===== config.mk =====
export PLATFORM = sky130hd
export DESIGN_NAME = laser_point_sequencer
export DESIGN_NICKNAME = d
export VERILOG_FILES = /design/src/rtl/laser_pkg.sv /design/src/rtl/laser_pt_buf.sv /design/src/rtl/laser_point_sequencer.sv
export SDC_FILE = /design/constraint.sdc
export NUM_CORES = 1
export LEC_CHECK = 0
export CORE_AREA = 4 4 187 189
export CTS_CLUSTER_DIAMETER = 30
export DETAILED_ROUTE_END_ITERATION = 10
export DIE_AREA = 0 0 191 193
export MAX_ROUTING_LAYER = met4
export PLACE_DENSITY_LB_ADDON = 0.25
export SETUP_SLACK_MARGIN = 0.2
export SYNTH_ARGS = -nofsm -noshare
export SYNTH_HDL_FRONTEND = slang
export SYNTH_SLANG_ARGS = --single-unit

===== constraint.sdc =====
create_clock -name CLK -period 3.82 [get_ports CLK]
set_clock_uncertainty 0.05 [all_clocks]
set_input_delay 0.382 -clock CLK [delete_from_list [all_inputs] [get_ports CLK]]
set_output_delay 0.382 -clock CLK [all_outputs]
set_load 0.01 [all_outputs]

===== src/rtl/laser_pkg.sv =====
// Shared constants and types for the LASER point sequencer front end.
package laser_pkg;

    localparam int unsigned NPTS = 40;
    localparam int unsigned CW   = 4;
    localparam int unsigned IDXW = $clog2(NPTS + 1);

    typedef enum logic [1:0] {
        FILL,
        STREAM,
        RUN,
        RESULT
    } state_t;

    typedef struct packed {
        logic [CW-1:0] x;
        logic [CW-1:0] y;
    } pt_t;

    typedef struct packed {
        logic [CW-1:0] c1x;
        logic [CW-1:0] c1y;
        logic [CW-1:0] c2x;
        logic [CW-1:0] c2y;
        logic          err;
    } laser_res_t;

endpackage


===== src/rtl/laser_pt_buf.sv =====
// Point-set storage: one write port, one combinational read port.
module laser_pt_buf
    import laser_pkg::*;
(
    input  logic            CLK,
    input  logic            wr_en,
    input  logic [IDXW-1:0] wr_idx,
    input  pt_t             wr_pt,
    input  logic [IDXW-1:0] rd_idx,
    output pt_t             rd_pt
);

    pt_t mem [NPTS];

    always_ff @(posedge CLK) begin
        if (wr_en) begin
            mem[wr_idx] <= wr_pt;
        end
    end

    assign rd_pt = mem[rd_idx];

endmodule


===== src/rtl/laser_point_sequencer.sv =====
// Buffers a 40-point set, streams it gap-free into LASER, then returns the
// captured circle centres (or a watchdog timeout) on a valid/ready port.
module laser_point_sequencer
    import laser_pkg::*;
#(
    parameter int unsigned MAX_RUN = 8191
) (
    input  logic          CLK,
    input  logic          RST,
    input  logic          in_valid,
    output logic          in_ready,
    input  logic [CW-1:0] in_x,
    input  logic [CW-1:0] in_y,
    output logic          laser_rst,
    output logic [CW-1:0] laser_x,
    output logic [CW-1:0] laser_y,
    input  logic          laser_done,
    input  logic [CW-1:0] laser_c1x,
    input  logic [CW-1:0] laser_c1y,
    input  logic [CW-1:0] laser_c2x,
    input  logic [CW-1:0] laser_c2y,
    output logic          res_valid,
    input  logic          res_ready,
    output logic [CW-1:0] res_c1x,
    output logic [CW-1:0] res_c1y,
    output logic [CW-1:0] res_c2x,
    output logic [CW-1:0] res_c2y,
    output logic          res_err,
    output logic          busy
);

    localparam int unsigned     WDW      = $clog2(MAX_RUN + 1);
    localparam logic [IDXW-1:0] FULL     = IDXW'(NPTS);
    localparam logic [IDXW-1:0] LAST     = IDXW'(NPTS - 1);
    localparam logic [WDW-1:0]  WD_LIMIT = WDW'(MAX_RUN);

    state_t          state, state_nxt;
    logic [IDXW-1:0] fill_cnt;
    logic [IDXW-1:0] rd_idx, rd_idx_nxt;
    logic [WDW-1:0]  watchdog;
    logic            accept;
    pt_t             in_pt, rd_pt;
    laser_res_t      res_q;

    assign in_ready = (state != STREAM) && (fill_cnt < FULL);
    assign accept   = in_valid && in_ready;
    assign busy     = (state != FILL) || (fill_cnt != '0);
    assign in_pt    = '{x: in_x, y: in_y};

    assign {res_c1x, res_c1y, res_c2x, res_c2y, res_err} = res_q;

    laser_pt_buf u_buf (
        .CLK    (CLK),
        .wr_en  (accept),
        .wr_idx (fill_cnt),
        .wr_pt  (in_pt),
        .rd_idx (rd_idx_nxt),
        .rd_pt  (rd_pt)
    );

    always_comb begin
        state_nxt  = state;
        rd_idx_nxt = '0;
        unique case (state)
            FILL:   if (fill_cnt == FULL) state_nxt = STREAM;
            STREAM: begin
                if (rd_idx == LAST) state_nxt = RUN;
                else                rd_idx_nxt = rd_idx + 1'b1;
            end
            RUN:    if (laser_done || (watchdog == WD_LIMIT)) state_nxt = RESULT;
            RESULT: if (res_ready) state_nxt = FILL;
            default: state_nxt = FILL;
        endcase
    end

    // LASER-facing registers are loaded from the next state so laser_rst
    // drops on the very cycle point 0 first appears on laser_x/y.
    always_ff @(posedge CLK) begin
        if (RST) begin
            state     <= FILL;
            fill_cnt  <= '0;
            rd_idx    <= '0;
            watchdog  <= '0;
            laser_rst <= 1'b1;
            laser_x   <= '0;
            laser_y   <= '0;
            res_valid <= 1'b0;
            res_q     <= '0;
        end else begin
            state     <= state_nxt;
            rd_idx    <= rd_idx_nxt;
            laser_rst <= (state_nxt == FILL) || (state_nxt == RESULT);
            res_valid <= (state_nxt == RESULT);

            if (state_nxt == STREAM) begin
                laser_x <= rd_pt.x;
                laser_y <= rd_pt.y;
            end else begin
                laser_x <= '0;
                laser_y <= '0;
            end

            if ((state == STREAM) && (rd_idx == LAST)) fill_cnt <= '0;
            else if (accept)                           fill_cnt <= fill_cnt + 1'b1;

            if ((state == RUN) && (state_nxt == RUN)) watchdog <= watchdog + 1'b1;
            else                                       watchdog <= '0;

            if (state == RUN) begin
                if (laser_done) begin
                    res_q <= '{c1x: laser_c1x, c1y: laser_c1y,
                               c2x: laser_c2x, c2y: laser_c2y, err: 1'b0};
                end else if (watchdog == WD_LIMIT) begin
                    res_q <= '{c1x: '0, c1y: '0, c2x: '0, c2y: '0, err: 1'b1};
                end
            end
        end
    end

endmodule


## After elaboration in Yosys (flattened, before gate mapping)

Memories as Yosys holds them, arrays and structs flattened. A register that Yosys moved wholly into a read port is not among the register bits.
Cells that the tools add are included.

| storage, ports and cells | value |
|---|---|
| flip-flop bits (word level) | 46 |
| bits in latches | 0 |
| bits in writable memories | 320 |
| memory bits (read-only) | 0 |
| input bits | 29 |
| output and inout bits | 29 |
| logic and storage cells | 55 |
| memories kept | 1 |

Memories:

| name | words | width | read ports | clocked after Yosys merged registers in | wr ports | line | RTL |
|---|---|---|---|---|---|---|---|
| u_buf.mem | 40 | 8 | 1 | 1 | 1 | laser_pt_buf.sv:13 | `pt_t mem [NPTS];` |

| operators by class | value |
|---|---|
| $add $sub $neg | 3 |
| multipliers | 0 |
| div/mod/pow operators | 0 |
| $lt $le $gt $ge | 1 |
| eq/ne operators | 10 |
| shifts and indexed selects | 0 |
| mux-type cells | 11 |
| bitwise operators | 2 |
| reduce and logical (&&, ||, !) cells | 16 |

Operators by type and width:

| cell | number |
|---|---|
| two-way mux 17 bit | 2 |
| adder 13 x 1 -> 13 bit, second input constant | 1 |
| equality test 13 bit, second input constant | 1 |
| adder 6 x 1 -> 6 bit, second input constant | 2 |
| equality test 6 bit, second input constant | 2 |
| two-way mux 6 bit | 2 |
| equality test 2 bit, second input constant | 4 |
| two-way mux 2 bit | 4 |
| one-hot mux 2 bit (4 select lines) | 1 |
| less-than comparator 6 bit, second input constant | 1 |
| nonzero test 6 bit | 1 |
| OR reduction 2 bit | 3 |
| equality test 2 x 1 -> 1 bit, second input constant | 2 |
| logical AND 1 bit | 4 |
| zero test 2 bit | 2 |
| nonzero test 2 bit | 2 |
| logical OR 1 bit | 3 |
| two-way mux 1 bit | 2 |
| != test 2 x 1 -> 1 bit, second input constant | 1 |
| NOT 1 bit | 2 |
| AND reduction 2 bit | 1 |

## Depth between registers and ports, before layout

Gate-level depths: netlist of the first run.

| depth | value |
|---|---|
| word-level depth | 8 |
| gate-level depth with buffers | 12 |
| gate-level depth less buffers | 11 |

## Hierarchy

A second synthesis of the first run with hierarchy kept.

| second synthesis, totals | value |
|---|---|
| cells, all modules | 938 |
| area, all modules | 15159.5 um^2 |

By module, submodules not included:

| module | instances | cells an instance | area an instance (um^2) | seq. area each (um^2) |
|---|---|---|---|---|
| laser_pt_buf | 1 | 688 | 12833.6 | 9609.2 |
| laser_point_sequencer | 1 | 250 | 2326.0 | 1081.0 |

## Least setup slack after synthesis of the first run

No wires, ideal clock.

| timing | value |
|---|---|
| kind | reg-to-reg |
| start point | reg state[1] |
| end point | mem u_buf.mem[31][0] in the netlist's numbering (enable) |
| setup time | 0.374 ns |
| arrival time | 1.988 ns |
| data required time | 3.396 ns |
| path slack | 1.408 ns |
| stages on the path, launching flop included | 8 |
| buffers on the path | 2 |
| clock period less this slack | 2.412 ns |
| path through | dfxtp_1 clkbuf_1 nor2b_1 nor2_1 and2_1 clkbuf_1 nand4_1 nor2_1 |

| on the way | value |
|---|---|
| word-level cells in the longest chain between the ends | 5 |

Ends and longest elaborated chain:

| what | line | RTL |
|---|---|---|
| start: declaration | laser_point_sequencer.sv:37 | `state_t state, state_nxt;` |
| start signal: assignment | laser_point_sequencer.sv:90 | `state <= state_nxt;` |
| != test 2 x 1 -> 1 bit | laser_point_sequencer.sv:45 | `assign in_ready = (state != STREAM) && (fill_cnt < FULL);` |
| logical AND 1 bit | laser_point_sequencer.sv:45 |  |
| net in_ready | laser_point_sequencer.sv:11 | `output logic in_ready,` |
| logical AND 1 bit | laser_point_sequencer.sv:46 | `assign accept = in_valid && in_ready;` |
| two-way mux 1 bit | laser_pt_buf.sv:16 | `if (wr_en) begin` |
| two-way mux 1 bit (implied by the code) | laser_pt_buf.sv:17 | `mem[wr_idx] <= wr_pt;` |
| end: declaration | laser_pt_buf.sv:13 |  |

The timed path passes the listed nets, and every way through them passes these cells.

## Final worst setup path of the first run

| timing | value |
|---|---|
| start point | reg rd_idx[0] |
| end point | reg laser_y[3] |

| on the way | value |
|---|---|
| word-level cells in the longest chain between the ends | 6 |
| elaborated cells between the ends (all ways) | 9 |
| classes of those cells | 1 x add/sub; 2 x eq/ne; 4 x mux; 1 x bitwise; 1 x reduce/logical |

Ends and longest elaborated chain:

| what | line | RTL |
|---|---|---|
| start: declaration | laser_point_sequencer.sv:39 | `logic [IDXW-1:0] rd_idx, rd_idx_nxt;` |
| start signal: assignment | laser_point_sequencer.sv:91 | `rd_idx <= rd_idx_nxt;` |
| equality test 6 bit | laser_point_sequencer.sv:67 | `if (rd_idx == LAST) state_nxt = RUN;` |
| two-way mux 2 bit | laser_point_sequencer.sv:67 |  |
| one-hot mux 2 bit (4 select lines) | laser_point_sequencer.sv:64 | `unique case (state)` |
| equality test 2 x 1 -> 1 bit | laser_point_sequencer.sv:95 | `if (state_nxt == STREAM) begin` |
| NOT 1 bit (no source line) | -- |  |
| OR reduction 2 bit (no source line) | -- |  |
| end signal: assignment | laser_point_sequencer.sv:97 | `laser_y <= rd_pt.y;` |
| end: declaration | laser_point_sequencer.sv:16 | `output logic [CW-1:0] laser_y,` |

Parallel ways exist; a longest one is shown, timed or not.
A chain may end at the register's enable or synchronous reset.

==> metrics, run 1 <==
multi-input logic area 0.00384 mm2; number of core rows 67; Yosys warnings 0; Reg area 0.0107 mm2; DR WL met2 about 17,000 um; Avg Cell Area, Syn 14.5 um2; Max-slew headroom 26.2%; detailed placement HPWL ~22,000 um; Final Cell Area 0.0188 mm2; Area Growth Syn to Fin 26.4%; Clk Latency, worst-skew pair between 0.5 and 0.6 ns; CTS Buffer Depth 3; most frequent cells in the layout edfxtp_1 (320), nor2_1 (87), nand2_1 (84); WL/cell 22.4 um; CP Data Required Time approximately 4.2 ns; Power Total 0.0113 W; uppermost routed layer met4; area of the core 0.0333 mm2; fill count about 2,600; crit-path max FO 16; drt drc 0; power per standard cell area 600 mW/mm2; largest net degree at the start of global routing 51; flops & latches, synth between 300 and 400; die area 0.0369 mm2; maximum VDD drop 0.000471 V; Post-DRT Antenna Nets 0; final hold viol count 0; CTS buffer count 79; first-pass GRT wire length 56,600 um; Cells after Synth 1,029; GRT overflow 0; leakage power 6.37 nW; fin util a little under three fifths; Worst path slowest cell xnor2_1; Setup Viol. Count Final 0; CP Cell Sequence ha_1, xnor2_1, nand2b_2, o21a_1, o221ai_1, a21oi_1, o31ai_1, nor3_1; setup bufs post-CTS 0; ANT cells 0; CTS Hold Bufs 0; PortBufs 57; status complete, no violations; CTS tree done; Main synth FF type edfxtp_1; min-delay worst type in2reg; Slew Viols, Final 0; Initial Utilization 44.8%; vias in the first global route 9,518; share of layout cells above drive strength 1 16.3%; die width 191 um; unrepaired setup endpoints after global routing no; CTS sink count between 300 and 400; crit end category flop; DR iter-0 viols 957; CTS H-tree lvls 3; Routed WL around 37,000 um; met3 WL ~3000 um; Post-DP Area 0.0161 mm2; Die Ht 193 um; Critical Path AT 3.80 ns; gr usage total slightly above 20%; Net count, final 1,189; CP Launch Type flop; drt first pass iters 6; setup TNS 0 ns; Synthesized Nets 1,065; Routability Congestion 0.872; Max Cap Violations 0; most common cell after layout, fill and taps aside edfxtp_1; Post-Syn Area between 0.01 and 0.015 mm2; num ports 58; Final Cycle Share 89.6%; Slew @ Worst Pin 1.10 ns; asr flop ratio synth 0%; Max stage delay on crit path about 0.63 ns; vias after detailed routing about 9,500; clock root cell clkbuf_16; DRT met1 WL 16,100 um; clock slew at reported path FFs ~0.050 ns; Peak Freq 292 MHz; Seq/Total Area, Yosys between 70% and 80%; post-route minimum period 3.42 ns; EDFF count, synth 320; initial antenna violation count 0; crit path kind reg2reg; count of different cell masters after synthesis 60; vias per cell 5.70
[repair_timing]
action,CTS,global route
gates resized for setup,0,1
endpoints found under the setup margin,0,6
endpoints found under the hold margin,0,0
[synthesized netlist by cell type (all sizes together), types with 11 or more instances]
cell type	instances	area share (%)
or3	22	0.92
buf	27	1.4
nand2	85	2.2
mux2i	25	1.7
clkbuf	40	1.0
a21oi	27	0.91
o22ai	32	1.3
xor2	11	0.70
a31oi	41	1.7
edfxtp	320	65
a22oi	17	0.86
nor2	89	2.3
o21ai	12	0.48
a211oi	33	1.7
dfxtp	54	7.3
and2	18	0.76
and3	11	0.46
nor3	11	0.37
o221ai	16	0.94
[layer usage]
layer / track usage (%) / up-vias
li1: - / 4306
met1: 28.4 / 4679
met2: 31.6 / 426
met3: 4.29 / 83
met4: 6.57 / 0
met5: - / -
[cells by family after synthesis]
family | Yosys count | synth area share (%)
adders and majority gates | 7 | 0.588
and+or+nand+nor | 272 | 8.64
AOI/OAI and AO/OA | 240 | 11.5
muxes | 42 | 3.77
DFF | 374 | 71.8
xor gates and xnor gates | 18 | 1.11
buffers and inverters | 76 | 2.65
[path summary, 6_finish.rpt]
kind                                   start          end  slack [ns]  depth (start not counted)
worst max-delay path               rd_idx[0]   laser_y[3]        0.40                          8
worst min-delay path            laser_c1y[0]   res_c1y[0]        0.38                          3
worst max register to register     rd_idx[0]   laser_y[3]        0.40                          8
worst min register to register   watchdog[0]  watchdog[0]        0.39                          1
[flip-flops by register name, indices dropped and copies added, names as in the netlist]
register,flops
res_c1x,4
watchdog,13
laser_x,4
res_err,1
res_valid,1
state,2
laser_y,4
res_c2x,4
u_buf.mem,320
res_c1y,4
rd_idx,6
res_c2y,4
fill_cnt,6
laser_rst,1
[power by group]
group	total (W)	internal [W]	switching [W]	leakage, nW
clock	0.00665	0.00440	0.00225	1.30
sequential	0.00447	0.00446	0.00000838	3.32
combinational	0.000173	0.0000582	0.000115	1.75
[final cells by class]
type	instances	area share (%)
Multi-Input combinational cell	580	20.4
Clock buffer	104	11.5
Tap cell	448	2.98
Sequential cell	374	56.8
Inverter	9	0.179
Clock inverter	42	2.78
Timing Repair Buffer	109	5.37
[critical path: cells and delay by family, from the launching register on]
family,cells,cell delay [ns]
XOR/XNOR,1,0.63
AO/OA/AOI/OAI,4,1.23
adder cells (fa/ha/maj),1,0.38
AND/OR/NAND/NOR,2,0.52
flip-flops,1,0.46
[through the flow]
stage	worst slack [ns]	std cells	hold WS (ns)
finish	0.398	1666	0.380
CTS	0.352	1665	0.360
global route	0.239	1666	0.386
detailed placement	0.374	1519	0.390
floorplan	1.41	1029	0.368
global placement	0.427	1519	0.386
Note: power is estimated with default switching activity, not from simulation.
==> run 2, diff against run 1 <==
--- a/config.mk
+++ b/config.mk
@@ -11,6 +11,7 @@
 export DIE_AREA = 0 0 191 193
 export MAX_ROUTING_LAYER = met4
 export PLACE_DENSITY_LB_ADDON = 0.25
+export RECOVER_POWER = 100
 export SETUP_SLACK_MARGIN = 0.2
 export SYNTH_ARGS = -nofsm -noshare
 export SYNTH_HDL_FRONTEND = slang
==> run 2 against run 1 <==
  * The flow now finishes with violations (max-capacitance violations, max-slew violations)
  * Sequential share of layout area rose by 0.45 points
  * Cell count did not move
  * Global-route usage did not move
  * Critical path depth fell by 1
  * Clock power barely moved
  * Largest power group unchanged
==> metrics, run 2 (same netlist as run 1, synthesis figures left out) <==
unrepaired setup endpoints after global routing no; vias per cell 5.72 (+0.36%); first-pass GRT wire length 56,600 um (unchanged); Net count, final 1,189 (unchanged); final instance count without filler cells 1,666 (unchanged); Final Cycle Share 91.3% (+1.7 points); Clk Latency, worst-skew pair 0.59 ns (about the same); Post-DRT Antenna Nets 0 (unchanged); Slew Viols, Final 246 (+246); grt met2 use 31.6% (unchanged); CTS buffer count 79 (unchanged); GR Layer Usage met3 4.29% (unchanged); die area 0.0369 mm2 (unchanged); CTS Hold Bufs 0 (unchanged); ANT cells 0 (unchanged); initial antenna violation count 0 (unchanged); Hold Path Depth 3 (unchanged); area of the core 0.0333 mm2 (unchanged); post-route minimum period 3.49 ns (+0.0654 ns); P_int 0.00892 W (about the same); crit-path max FO 13 (-3); share of layout cells above drive strength 1 13.0% (-3.3 points); pre-CTS WS 0.374 ns (unchanged); NetSw 0.00237 W (-0.12%); Initial Utilization 44.8% (unchanged); drt drc 0 (unchanged); setup TNS 0 ns (unchanged); Largest regs u_buf.mem x320, watchdog x13; min-delay worst type in2reg; Peak Freq 287 MHz (-1.9%); failing checks max-capacitance violations, max-slew violations; Max-slew headroom -47.4% (-74 points); PortBufs 57 (unchanged); CTS sink count 374 (unchanged); drt first pass iters 5 (-1); met1 global-route usage 28.4% (unchanged); num ports 58 (unchanged); Reg power frac 39.6% (about the same); Setup Viol. Count Final 0 (unchanged); crit path kind reg2reg; status finished with violations; CTS tree done; die width 191 um (unchanged); Die Ht 193 um (unchanged); gr busiest metal met2; largest net degree at the start of global routing 51 (unchanged); slack of the critical path 0.333 ns (-0.0654 ns); CP Launch Type flop; CTS H-tree lvls 3 (unchanged); CTS Buffer Depth 3 (unchanged); power per standard cell area 604 mW/mm2 (+0.75%); leakage power 6.32 nW (-0.89%); most flop-heavy register u_buf.mem; Slew @ Worst Pin 2.21 ns (+1.11 ns); most frequent cells in the layout edfxtp_1 (320), nor2_1 (87), nand2_1 (84); Worst Reg-to-Reg Cells 7 (-1); crit end category flop; CP Data Required Time 4.22 ns (+0.03 ns); switching share of power 21.0% (about the same); Max Cap Violations 6 (+6); detailed placement HPWL 22,400 um (unchanged); most common cell after layout, fill and taps aside edfxtp_1; GRT overflow 0 (unchanged); WL/cell 22.3 um (-0.30%); DR iter-0 viols 1,022 (+6.8%); clock root cell clkbuf_16; max reg flops 320 (unchanged); vias after detailed routing 9,528 (+0.36%); gr usage total 20.7% (unchanged); final hold viol count 0 (unchanged); Logic pwr share 1.5% (about the same); fin util 56.1% (-0.45 points); Area Growth Syn to Fin 25.4%; Critical Path AT 3.89 ns (+0.09 ns); maximum VDD drop 0.000471 V (-0.10%); clock slew at reported path FFs 0.05 ns (about the same); vias in the first global route 9,518 (unchanged); Routability Congestion 0.872 (unchanged); Power Total 0.0113 W (about the same); Routed WL 37,200 um (-0.30%); fill count 2,666 (+1.2%); clock share of power 58.9% (about the same); placed cells 1,519 (unchanged); number of core rows 67 (unchanged)
-- run 2: cell types whose count changed in the layout (fill, tap and decap cells not counted), sizes merged --
cell           before  now
buf                52   15
clkbuf            104  141
clkdlybuf4s50      57   20
dlygate4sd3         0   37
-- run 2: power by group through the flow --
stage	Clock [W]	Sequential, W	Combinational, W
final	0.00665	0.00447	0.000166
after global placement	0	0.00454	0.000170
after detailed placement	0	0.00454	0.000173
after global routing	0.00698	0.00447	0.000178
after CTS	0.00675	0.00447	0.000175
after floorplan	0	0.00454	0.0000477
-- run 2: area by class of cell --
class                           instances  area [um2]  share of cell area, %
Clock buffer                          104        2170                   11.6
Clock inverter                         42         524                   2.81
Inverter                                9        33.8                  0.181
Multi-Input combinational cell        580        3830                   20.5
Sequential cell                       374       10700                   57.2
Tap cell                              448         561                   3.00
Timing Repair Buffer                  109         873                   4.67
-- run 2: worst paths after layout --
| path | start | to | slack (ns) |
|---|---|---|---|
| setup / recovery | rd_idx[0] | laser_x[3] | 0.33 |
| hold / removal | laser_c1y[0] | res_c1y[0] | 0.38 |
| setup reg to reg | rd_idx[0] | laser_x[3] | 0.33 |
| hold reg to reg | watchdog[0] | watchdog[0] | 0.39 |
-- run 2: per-layer routing --
| layer | up-vias | wire length [um] |
|---|---|---|
| met5 | - | 0 |
| met3 | 79 | 2900 |
| li1 | 4305 | - |
| met1 | 4703 | 16100 |
| met2 | 441 | 17300 |
| met4 | 0 | 944 |
-- run 2: critical path, stage by stage (launching register included) --
cell and delay [ns]:
dfxtp_1 0.63, ha_1 0.37, and3_1 0.24, mux2i_1 0.88, clkbuf_2 0.38, mux2_2 0.37
a21oi_1 0.34, nor3_1 0.09
-- run 2: repair_timing --
item                       CTS  global route
setup buffers                0             0
setup endpoints to repair    0             6
gates resized for setup      0             1
hold endpoints to repair     0             0
-- run 2: stage by stage --
| stage | hold slack, ns | cell area, um2 |
|---|---|---|
| after floorplan | 0.368 | 14900 |
| after global placement | 0.386 | 16100 |
| after detailed placement | 0.390 | 16100 |
| after CTS | 0.360 | 18800 |
| after global routing | 0.386 | 18700 |
| final | 0.378 | 18700 |
==> run 3, diff against run 2 <==
==> constraint.sdc (replaced) <==
create_clock -name CLK -period 4.13 [get_ports CLK]
set_clock_uncertainty 0.05 [all_clocks]
set_input_delay 0.413 -clock CLK [delete_from_list [all_inputs] [get_ports CLK]]
set_output_delay 0.413 -clock CLK [all_outputs]
set_load 0.01 [all_outputs]
==> run 3 against run 2 <==
  * The run still ends with max-capacitance violations, max-slew violations left
  * Cell area is 1.0% lower
  * Cell count is 1.4% lower
  * Wire length is 4.5% lower
==> metrics, run 3 (same netlist as run 1, synthesis figures left out) <==
Critical Path AT 3.90 ns (about the same); maximum VDD drop 0.000407 V (-13%); share of layout cells above drive strength 1 13.7% (+0.76 points); crit-path max FO 18 (+5); drt drc 0 (unchanged); CTS sink count 374 (unchanged); DR iter-0 viols 833 (-18%); Final Cell Area 0.0185 mm2 (-1.0%); hold path endpoint watchdog[0]; post_cts resized 0 (unchanged); setup bufs post-CTS 0 (unchanged); Critical R2R Launch watchdog[0]; GRT overflow 0 (unchanged); vias in the first global route 9,301 (-2.3%); post-route minimum period 3.48 ns (-0.00810 ns); vias after detailed routing 9,251 (-2.9%); die width 191 um (unchanged); CTS buffer count 76 (-3.8%); Clk Latency, worst-skew pair 0.57 ns (-0.02 ns); Max-slew headroom -50.4% (-3.0 points); Min-Delay Startpoint watchdog[0]; largest net degree at the start of global routing 84 (+65%); Initial Utilization 44.8% (unchanged); Peak Freq 287 MHz (+0.23%); status finished with violations; Slew @ Worst Pin 2.26 ns (+0.0456 ns); CP Data Required Time 4.55 ns (+0.33 ns); Slew Viols, Final 328 (+33%); WL/cell 21.6 um (-3.1%); initial antenna violation count 0 (unchanged); Area Growth Syn to Fin 24.1%; Hold Path Depth 1 (-2); Worst Reg-to-Reg Cells 11 (+4); drt first pass iters 5 (unchanged); Setup Viol. Count Final 0 (unchanged); PortBufs 57 (unchanged); Final Cycle Share 84.2% (-7.0 points); most frequent cells in the layout edfxtp_1 (320), nor2_1 (87), nand2_1 (84); unrepaired setup endpoints after global routing no; max reg flops 320 (unchanged); min-delay worst type reg2reg; CTS Hold Bufs 0 (unchanged); grt met2 use 30.3% (-1.3 points); slack of the critical path 0.651 ns (+0.318 ns); GR Layer Usage met3 4.09% (-0.20 points); power per standard cell area 556 mW/mm2 (-8.0%); Die Ht 193 um (unchanged); CP Cell Sequence ha_1, nand3_1, nor2_1, a41o_1, nand2_1, and3_1, inv_1, ha_1, nor2b_1, o31ai_1, nor3_1; worst r2r dst laser_x[0]; setup TNS 0 ns (unchanged); gr busiest metal met2; fin util 55.6% (-0.57 points); final hold viol count 0 (unchanged); met1 global-route usage 27.7% (-0.67 points); Max stage delay on crit path 0.71 ns (-0.17 ns); clock root cell clkbuf_16; Post-DRT Antenna Nets 0 (unchanged); first-pass GRT wire length 55,100 um (-2.6%); CTS Buffer Depth 3 (unchanged); most flop-heavy register u_buf.mem; Net count, final 1,167 (-1.9%); pre-CTS WS 0.609 ns (+0.235 ns); crit end category flop; failing checks max-capacitance violations, max-slew violations; num ports 58 (unchanged); detailed placement HPWL 22,000 um (-2.0%); R2R Setup Slk 0.65 ns (+0.32 ns); area of the core 0.0333 mm2 (unchanged); Routed WL 35,500 um (-4.5%); ANT cells 0 (unchanged); Routability Congestion 0.825 (-5.3%); Max Cap Violations 8 (+2); CP Launch Type flop; placed cells 1,501 (-1.2%); Worst path slowest cell nor2b_1; Largest regs u_buf.mem x320, watchdog x13; leakage power 6.26 nW (-0.83%); gr usage total 20.1% (-0.62 points); clock slew at reported path FFs 0.05 ns (about the same); Worst path most repeated cell ha_1; crit path kind reg2reg; number of core rows 67 (unchanged); vias per cell 5.63 (-1.5%); final instance count without filler cells 1,642 (-1.4%); CTS tree done; die area 0.0369 mm2 (unchanged); most common cell after layout, fill and taps aside edfxtp_1; Post-DP Area 0.0160 mm2 (-0.99%); CTS H-tree lvls 3 (unchanged)
-- run 3: report_power, final --
| group | switching [W] | internal, W |
|---|---|---|
| clock | 0.00193 | 0.00405 |
| sequential | 0.00000745 | 0.00413 |
| combinational | 0.000109 | 0.0000474 |
-- run 3: worst max-delay path by stage --
stage           startpoint                to  slack, ns
2_1_floorplan     state[1]  u_buf.mem[31][0]       1.72
3_3_place_gp   watchdog[0]        laser_x[0]       0.63
3_5_place_dp   watchdog[0]        laser_x[0]       0.61
4_1_cts        watchdog[0]        laser_x[0]       0.56
5_1_grt        watchdog[0]        laser_x[0]       0.36
6_report       watchdog[0]        laser_x[0]       0.65
-- run 3: metal layers --
layer	wire [um]	part of all wire, %
met1	15600	44
met2	16300	46
met4	896	2.5
met5	0	0
met3	2700	7.6
-- run 3: metrics by stage --
step / power (W) / hold WS (ns)
global route: 0.0106 / 0.436
detailed placement: 0.00436 / 0.391
CTS: 0.0104 / 0.401
global placement: 0.00436 / 0.379
finish: 0.0103 / 0.396
floorplan: 0.00424 / 0.368
-- run 3: cell type report --
class,count,area (um2)
fillers,2695,14800
inverters,9,33.8
clock inverters,42,439
flip-flops and latches,374,10700
clock buffers,99,2150
repair buffers,91,791
multi-input cells,579,3820
well taps,448,561
-- run 3: critical path: cells and delay by family, from the launching register on --
| family | cells | cell delay (ns) |
|---|---|---|
| buffers and inverters | 1 | 0.09 |
| adder cells (fa/ha/maj) | 2 | 0.34 |
| AO/OA/AOI/OAI | 2 | 0.43 |
| flip-flops | 1 | 0.34 |
| AND/OR/NAND/NOR | 6 | 2.15 |
